### config.mk
export PLATFORM = sky130hd
export DESIGN_NAME = sata_hcomfsm
export DESIGN_NICKNAME = d
export VERILOG_FILES = /design/src/rtl/sata_hcomfsm.sv
export SDC_FILE = /design/constraint.sdc
export NUM_CORES = 1
export LEC_CHECK = 0
export ABC_AREA = 1
export BUFFER_PORTS_ARGS = -buffer_cell sky130_fd_sc_hd__buf_4
export CAP_MARGIN = 20
export CORE_MARGIN = 2
export CORE_UTILIZATION = 56
export CTS_BUF_LIST = sky130_fd_sc_hd__clkbuf_4 sky130_fd_sc_hd__clkbuf_8
export DETAILED_ROUTE_END_ITERATION = 10
export PLACE_DENSITY = 0.74
export RECOVER_POWER = 50
export SETUP_SLACK_MARGIN = 0.02
export SYNTH_ARGS = -nofsm -noshare
export SYNTH_HDL_FRONTEND = slang
export SYNTH_SLANG_ARGS = --single-unit
### constraint.sdc
create_clock -name i_clk -period 6.9 [get_ports i_clk]
set_input_delay 0 -clock i_clk [delete_from_list [all_inputs] [get_ports i_clk]]
set_output_delay 0 -clock i_clk [all_outputs]
set_load 0.01 [all_outputs]
### src/rtl/sata_hcomfsm.sv
// sata_hcomfsm
// Host-side SATA OOB (COM) handshake sequencer. The host sends COMRESET,
// waits for the device to answer with COMINIT, sends COMWAKE, then waits for
// the device COMWAKE to start and finish. After that it hands the serial TX
// stream to the link layer. If a wait stalls, the whole handshake is retried.
//
// Ports
//   i_clk           TX bit clock, one serial bit per cycle
//   i_reset_n       asynchronous active-low reset (released synchronously)
//   i_comreset_req  one-cycle request to restart the handshake from any state
//   i_cominit_det   asynchronous level, device COMINIT present on the line
//   i_comwake_det   asynchronous level, device COMWAKE present on the line
//   i_tx            link-layer TX bit, forwarded only while ACTIVE
//   o_tx            serial TX bit (0 whenever the line is idle)
//   o_tx_idle       1 = electrical idle
//   o_link_ready    1 while ACTIVE
//   o_state         current handshake state (IDLE=0 .. ACTIVE=6)
//   o_retry         one-cycle pulse when a wait timed out and a retry began
//   o_retries       number of timeout retries, saturating at 15
module sata_hcomfsm #(
  parameter real CLOCK_SYM_NS = 1000.0 / 1500.0,
  parameter int  NUM_COMRESET = 6,
  parameter int  NUM_COMWAKE  = 6,
  // The 0.5 rounds the ns-to-cycles conversion. A truncating conversion could
  // land one cycle short when the reciprocal clock period is not exact.
  parameter int  RESET_IDLES  = $rtoi(320.0 / CLOCK_SYM_NS + 0.5),
  parameter int  WAKE_IDLES   = $rtoi(106.7 / CLOCK_SYM_NS + 0.5),
  parameter int  TIMEOUT      = 1_000_000
) (
  input  logic       i_clk,
  input  logic       i_reset_n,
  input  logic       i_comreset_req,
  input  logic       i_cominit_det,
  input  logic       i_comwake_det,
  input  logic       i_tx,
  output logic       o_tx,
  output logic       o_tx_idle,
  output logic       o_link_ready,
  output logic [2:0] o_state,
  output logic       o_retry,
  output logic [3:0] o_retries
);

  typedef enum logic [2:0] {
    ST_IDLE          = 3'd0,
    ST_SEND_COMRESET = 3'd1,
    ST_WAIT_COMINIT  = 3'd2,
    ST_SEND_COMWAKE  = 3'd3,
    ST_WAIT_COMWAKE  = 3'd4,
    ST_WAIT_RELEASE  = 3'd5,
    ST_ACTIVE        = 3'd6
  } state_t;

  // One burst is four back-to-back copies of {D, ~D, D, ~D}, sent MSB first.
  localparam int BURST_BITS = 160;
  localparam logic [9:0]  COM_D   = 10'b1100110011;
  localparam logic [39:0] COM_SEQ = {COM_D, ~COM_D, COM_D, ~COM_D};
  localparam logic [5:0]  SEQ_LAST = 6'd39;

  // A slot is one burst followed by its idle gap.
  localparam int RESET_SLOT = BURST_BITS + RESET_IDLES;
  localparam int WAKE_SLOT  = BURST_BITS + WAKE_IDLES;
  localparam int MAX_SLOT   = (RESET_SLOT > WAKE_SLOT) ? RESET_SLOT : WAKE_SLOT;
  localparam int POS_W      = $clog2(MAX_SLOT);
  localparam int MAX_BURSTS = (NUM_COMRESET > NUM_COMWAKE) ? NUM_COMRESET : NUM_COMWAKE;
  localparam int BST_W      = $clog2(MAX_BURSTS + 1);
  localparam int TO_W       = $clog2(TIMEOUT + 1);

  localparam logic [POS_W-1:0] RESET_SLOT_LAST = POS_W'(RESET_SLOT - 1);
  localparam logic [POS_W-1:0] WAKE_SLOT_LAST  = POS_W'(WAKE_SLOT - 1);
  localparam logic [POS_W-1:0] BURST_LEN       = POS_W'(BURST_BITS);
  localparam logic [BST_W-1:0] RESET_BURST_LAST = BST_W'(NUM_COMRESET - 1);
  localparam logic [BST_W-1:0] WAKE_BURST_LAST  = BST_W'(NUM_COMWAKE - 1);
  localparam logic [TO_W-1:0]  TIMEOUT_LAST     = TO_W'(TIMEOUT - 1);

  state_t             state;
  logic [POS_W-1:0]   pos;
  logic [5:0]         seq;
  logic [BST_W-1:0]   burst_cnt;
  logic [TO_W-1:0]    to_cnt;

  logic cominit_meta, cominit_s, cominit_q;
  logic comwake_meta, comwake_s;

  state_t             state_n;
  logic [POS_W-1:0]   pos_n;
  logic [5:0]         seq_n;
  logic [BST_W-1:0]   burst_n;
  logic [TO_W-1:0]    to_n;
  logic               retry_n;
  logic [3:0]         retries_n;
  logic               tx_n;
  logic               idle_n;
  logic               ready_n;
  logic               restart;
  logic               waiting;

  logic [POS_W-1:0]   slot_last;
  logic [BST_W-1:0]   burst_last;
  logic [5:0]         seq_inc;
  logic               timeout_hit;
  logic               cominit_fall;

  assign o_state = state;

  // Helper terms shared by the next-state logic. The slot and burst limits
  // depend on which of the two SEND states is running.
  always_comb begin
    slot_last    = (state == ST_SEND_COMRESET) ? RESET_SLOT_LAST : WAKE_SLOT_LAST;
    burst_last   = (state == ST_SEND_COMRESET) ? RESET_BURST_LAST : WAKE_BURST_LAST;
    seq_inc      = (seq == SEQ_LAST) ? 6'd0 : seq + 6'd1;
    timeout_hit  = (to_cnt == TIMEOUT_LAST);
    cominit_fall = cominit_q & ~cominit_s;
  end

  // Next-state and next-counter logic. A restart request overrides a timeout
  // and any detector transition in the same cycle. A restart request does not
  // count as a retry. Any state change, or a restart that re-enters
  // SEND_COMRESET, clears the burst position and the timeout counter.
  always_comb begin
    state_n   = state;
    pos_n     = pos;
    seq_n     = seq;
    burst_n   = burst_cnt;
    to_n      = to_cnt;
    retry_n   = 1'b0;
    retries_n = o_retries;
    restart   = 1'b0;
    waiting   = 1'b0;

    case (state)
      ST_IDLE: state_n = ST_SEND_COMRESET;
      ST_SEND_COMRESET, ST_SEND_COMWAKE: begin
        if (pos == slot_last) begin
          pos_n = '0;
          seq_n = '0;
          if (burst_cnt == burst_last) begin
            burst_n = '0;
            state_n = (state == ST_SEND_COMRESET) ? ST_WAIT_COMINIT : ST_WAIT_COMWAKE;
          end else begin
            burst_n = burst_cnt + BST_W'(1);
          end
        end else begin
          pos_n = pos + POS_W'(1);
          seq_n = seq_inc;
        end
      end
      ST_WAIT_COMINIT: begin
        waiting = 1'b1;
        if (cominit_fall) state_n = ST_SEND_COMWAKE;
      end
      ST_WAIT_COMWAKE: begin
        waiting = 1'b1;
        if (comwake_s) state_n = ST_WAIT_RELEASE;
      end
      ST_WAIT_RELEASE: begin
        waiting = 1'b1;
        if (!comwake_s) state_n = ST_ACTIVE;
      end
      ST_ACTIVE: begin
        if (cominit_s) state_n = ST_SEND_COMRESET;
      end
      default: state_n = ST_IDLE;
    endcase

    // A detector transition in the same cycle wins over the timeout.
    if (waiting && (state_n == state)) begin
      if (timeout_hit) begin
        state_n   = ST_SEND_COMRESET;
        retry_n   = 1'b1;
        retries_n = (o_retries == 4'd15) ? o_retries : o_retries + 4'd1;
      end else begin
        to_n = to_cnt + TO_W'(1);
      end
    end

    if (i_comreset_req) begin
      state_n   = ST_SEND_COMRESET;
      retry_n   = 1'b0;
      retries_n = o_retries;
      restart   = 1'b1;
    end

    if (restart || (state_n != state)) begin
      pos_n   = '0;
      seq_n   = '0;
      burst_n = '0;
      to_n    = '0;
    end

    // Outputs come from the next state and next position. That way the first
    // burst bit is on the line in the first cycle of a SEND state.
    tx_n    = 1'b0;
    idle_n  = 1'b1;
    ready_n = 1'b0;
    case (state_n)
      ST_SEND_COMRESET, ST_SEND_COMWAKE: begin
        if (pos_n < BURST_LEN) begin
          tx_n   = COM_SEQ[SEQ_LAST - seq_n];
          idle_n = 1'b0;
        end
      end
      ST_ACTIVE: begin
        tx_n    = i_tx;
        idle_n  = 1'b0;
        ready_n = 1'b1;
      end
      default: begin
        tx_n    = 1'b0;
        idle_n  = 1'b1;
        ready_n = 1'b0;
      end
    endcase
  end

  // State, counters, detector synchronisers and registered outputs.
  // cominit_q holds the previous synchronised COMINIT value for fall detection.
  always_ff @(posedge i_clk or negedge i_reset_n) begin
    if (!i_reset_n) begin
      state        <= ST_IDLE;
      pos          <= '0;
      seq          <= '0;
      burst_cnt    <= '0;
      to_cnt       <= '0;
      cominit_meta <= 1'b0;
      cominit_s    <= 1'b0;
      cominit_q    <= 1'b0;
      comwake_meta <= 1'b0;
      comwake_s    <= 1'b0;
      o_tx         <= 1'b0;
      o_tx_idle    <= 1'b1;
      o_link_ready <= 1'b0;
      o_retry      <= 1'b0;
      o_retries    <= 4'd0;
    end else begin
      state        <= state_n;
      pos          <= pos_n;
      seq          <= seq_n;
      burst_cnt    <= burst_n;
      to_cnt       <= to_n;
      cominit_meta <= i_cominit_det;
      cominit_s    <= cominit_meta;
      cominit_q    <= cominit_s;
      comwake_meta <= i_comwake_det;
      comwake_s    <= comwake_meta;
      o_tx         <= tx_n;
      o_tx_idle    <= idle_n;
      o_link_ready <= ready_n;
      o_retry      <= retry_n;
      o_retries    <= retries_n;
    end
  end

endmodule
==> impl_results.md <==
- PostCTS Resize Cnt: 0
- H-Tree Level Count: 2
- CP startpoint kind: flip-flop
- Failing checks: capacitance limit, slew limit
- Synth warn: 0
- RSZ-0062 raised after global routing: no
- Core ar.: 5540 sq um
- Die Wd: 79.8 um
- Number of global-route vias before repair: 2579
- Post-DP HPWL: 4.88 mm
- Post-Syn Area: 3210 sq um
- Clock Latency Late Sink: 0.31 ns
- CTS tree: built
- Setup TNS: 0 ns
- Initial antenna violation count: 0
- CTS Hold Bufs: 5
- Row Count: 27
- Buffers added on ports: 16
- Maximum VDD drop: 99.4 uV
- Min-delay worst type: primary input to flip-flop
- Layout cells sized above 1: 10.8%
- DIE AREA: 6360 sq um
- CP arrival: 3.24 ns
- Worst-path fanout max: 25
- Status: finished with violations
- Post-DR wirelength/cell: 13.6 um
- Yosys cell types: 42
- Avg Vias per Cell: 5.55
- Power Total: 580 uW
- GRT overflow: 0
- # IOs: 17
- Syn nets: 412
- Final Skew: 0.0112 ns
- Slew margin rel.: -92.4%
- CTS clk-pin slew, worst paths: 0.11 ns
- Period minus WS final: 3.01 ns
- Mapped Avg Cell Area: 8.00 sq um
- Final number of hold-violating endpoints: 0
- Largest net degree at the start of global routing: 56
- Final nets: 435
- Starting DRT DRC Count: 187
- WL final: 6.75 mm
- Leak: 1.51 nW
- Die Y: 79.8 um
- Fin crit share: 43.6%
- CP endpoint kind: flip-flop
- Final Util: 63.7%
- 1st-pass router iterations: 4
- Sequential fraction of the synthesis area: 42.9%
- Slew @ Worst Pin: 2.89 ns
- Layout area overhead: 9.85%
- CTS Buf Count: 5
- Pwr dens: 164 nW/um^2
- Total track usage: 23.1%
- Initial Util: 58.0%
- Pins over their slew limit: 56
- Root Buffer: clkbuf_8
- Maximum clock frequency: 333 MHz
- CP required: 7.13 ns
- Post-CTS setup buffer count: 0
- #FFs+latches synth: 55
- CTS max path bufs: 2
- Syn Inst Count: 402
- Detail Route Antenna Nets: 0
- Drc violations: 0
- RePlAce Congestion: 0.958
- Max Cap Viol: 1
- Global-route wire length before repair: 11.7 mm
- Final setup viols: 0
- Antenna Diode Count: 0
- Vias: 2762
- CP Class: flip-flop to flip-flop
- CTS Sinks: 55
-- critical path, cell delays in order (launching register included) --
cell	delay [ns]
dfrtp_1	0.40
ha_1	0.18
nand2_1	0.08
nor3_1	0.24
nand2_1	0.13
nor2_4	0.17
nand2_1	0.12
o21ai_0	0.31
nand3_1	0.20
nand2_1	0.14
nand2_4	0.10
nor2_8	0.37
inv_2	0.23
nor2_1	0.14
nand2_1	0.06
o21ai_0	0.07
-- final cells by class --
| type | count | area, sq um |
|---|---|---|
| Clock buffer | 5 | 68.8 |
| Clock inverter | 3 | 43.8 |
| Fill cell | 497 | 2010 |
| Inverter | 57 | 214 |
| Multi-Input combinational cell | 285 | 1580 |
| Sequential cell | 55 | 1380 |
| Tap cell | 72 | 90.1 |
| Timing Repair Buffer | 21 | 155 |
-- path summary, 6_finish.rpt --
path	from	end	slack, ns	cells past startpoint
setup / recovery	pos[0]$_DFFE_PN0P_	to_cnt[18]$_DFFE_PN0P_	3.89	15
hold / removal	i_cominit_det	cominit_meta$_DFF_PN0_	0.35	2
setup reg to reg	pos[0]$_DFFE_PN0P_	to_cnt[18]$_DFFE_PN0P_	3.89	15
hold reg to reg	cominit_meta$_DFF_PN0_	cominit_s$_DFF_PN0_	0.36	0
max in group asynchronous	i_reset_n	o_tx$_DFF_PN0_	4.12	2
min in group asynchronous	i_reset_n	o_retries[0]$_DFFE_PN0P_	1.17	2
-- stage by stage --
step / hold WS, ns / std cells / area, sq um / setup slack, ns
after CTS: 0.297 / 498 / 3550 / 3.96
after detailed placement: 0.0961 / 485 / 3380 / 3.99
after global placement: 0.0844 / 485 / 3380 / 4.16
after floorplan: -0.296 / 402 / 3210 / 4.59
after global routing: 0.343 / 498 / 3530 / 3.39
final: 0.347 / 498 / 3530 / 3.89
-- logic make-up after synthesis --
| group | after synthesis | synth area share, % |
|---|---|---|
| flops | 55 | 42.9 |
| fa+ha+maj | 4 | 1.56 |
| simple gates | 207 | 31.8 |
| mux | 1 | 0.350 |
| buf+inv | 62 | 7.94 |
| xor+xnor | 20 | 5.45 |
| compound gates | 53 | 10.0 |
-- cell usage after synthesis (all sizes together) --
library cell	n	area share, %
a32oi	1	0.27
clkinv	1	0.12
inv	56	6.5
a21oi	19	3.1
o41ai	1	0.27
a31oi	1	0.19
nand4	11	2.1
nor2	51	6.8
dfrtp	54	42
mux2	1	0.35
o211a	1	0.31
ha	4	1.6
o31ai	3	0.70
nor3b	8	2.0
nor3	18	3.1
nor4	10	1.9
clkbuf	1	0.12
dfstp	1	0.82
o311ai	1	0.27
buf	4	1.2
xnor2	2	0.55
o211ai	1	0.23
or2	1	0.19
xor2	18	4.9
o21bai	1	0.23
nand2	70	9.0
o22ai	3	1.2
nand3	38	6.6
o21ai	21	3.3
-- layer usage --
layer / wire (um) / track usage, % / vias up
li1: - / - / 1388
met2: 3080 / 35.1 / 61
met1: 3360 / 34.0 / 1305
met5: 0 / 0 / -
met4: 73 / 5.93 / 0
met3: 239 / 4.41 / 8
-- placed cells by master, fill, tap and decap left out, drive strengths merged, types with 2 or more instances in the layout --
master | Yosys | routed
xnor2 | 2 | 2
ha | 4 | 4
nand2 | 70 | 70
nor2 | 51 | 51
nor3 | 18 | 18
nand4 | 11 | 11
a21oi | 19 | 19
clkinv | 1 | 3
dfrtp | 54 | 54
inv | 56 | 56
o22ai | 3 | 3
nand3 | 38 | 38
o31ai | 3 | 3
o21ai | 21 | 21
xor2 | 18 | 18
nor4 | 10 | 10
dlygate4sd3 | 0 | 5
clkbuf | 1 | 11
nor3b | 8 | 8
buf | 4 | 10
-- power by group --
group / switching, mW / internal [mW]
sequential: 0.00305 / 0.327
clock: 0.110 / 0.108
combinational: 0.0213 / 0.0102
-- registers in the layout (all words and copies together) (netlist names) --
| register | count |
|---|---|
| o_retry | 1 |
| cominit_s | 1 |
| pos | 10 |
| comwake_s | 1 |
| burst_cnt | 3 |
| seq | 6 |
| o_retries | 4 |
| o_tx_idle | 1 |
| cominit_q | 1 |
| o_state | 3 |
| to_cnt | 20 |
| comwake_meta | 1 |
| cominit_meta | 1 |
| o_tx | 1 |
| o_link_ready | 1 |
(Power assumes the default switching activity.)
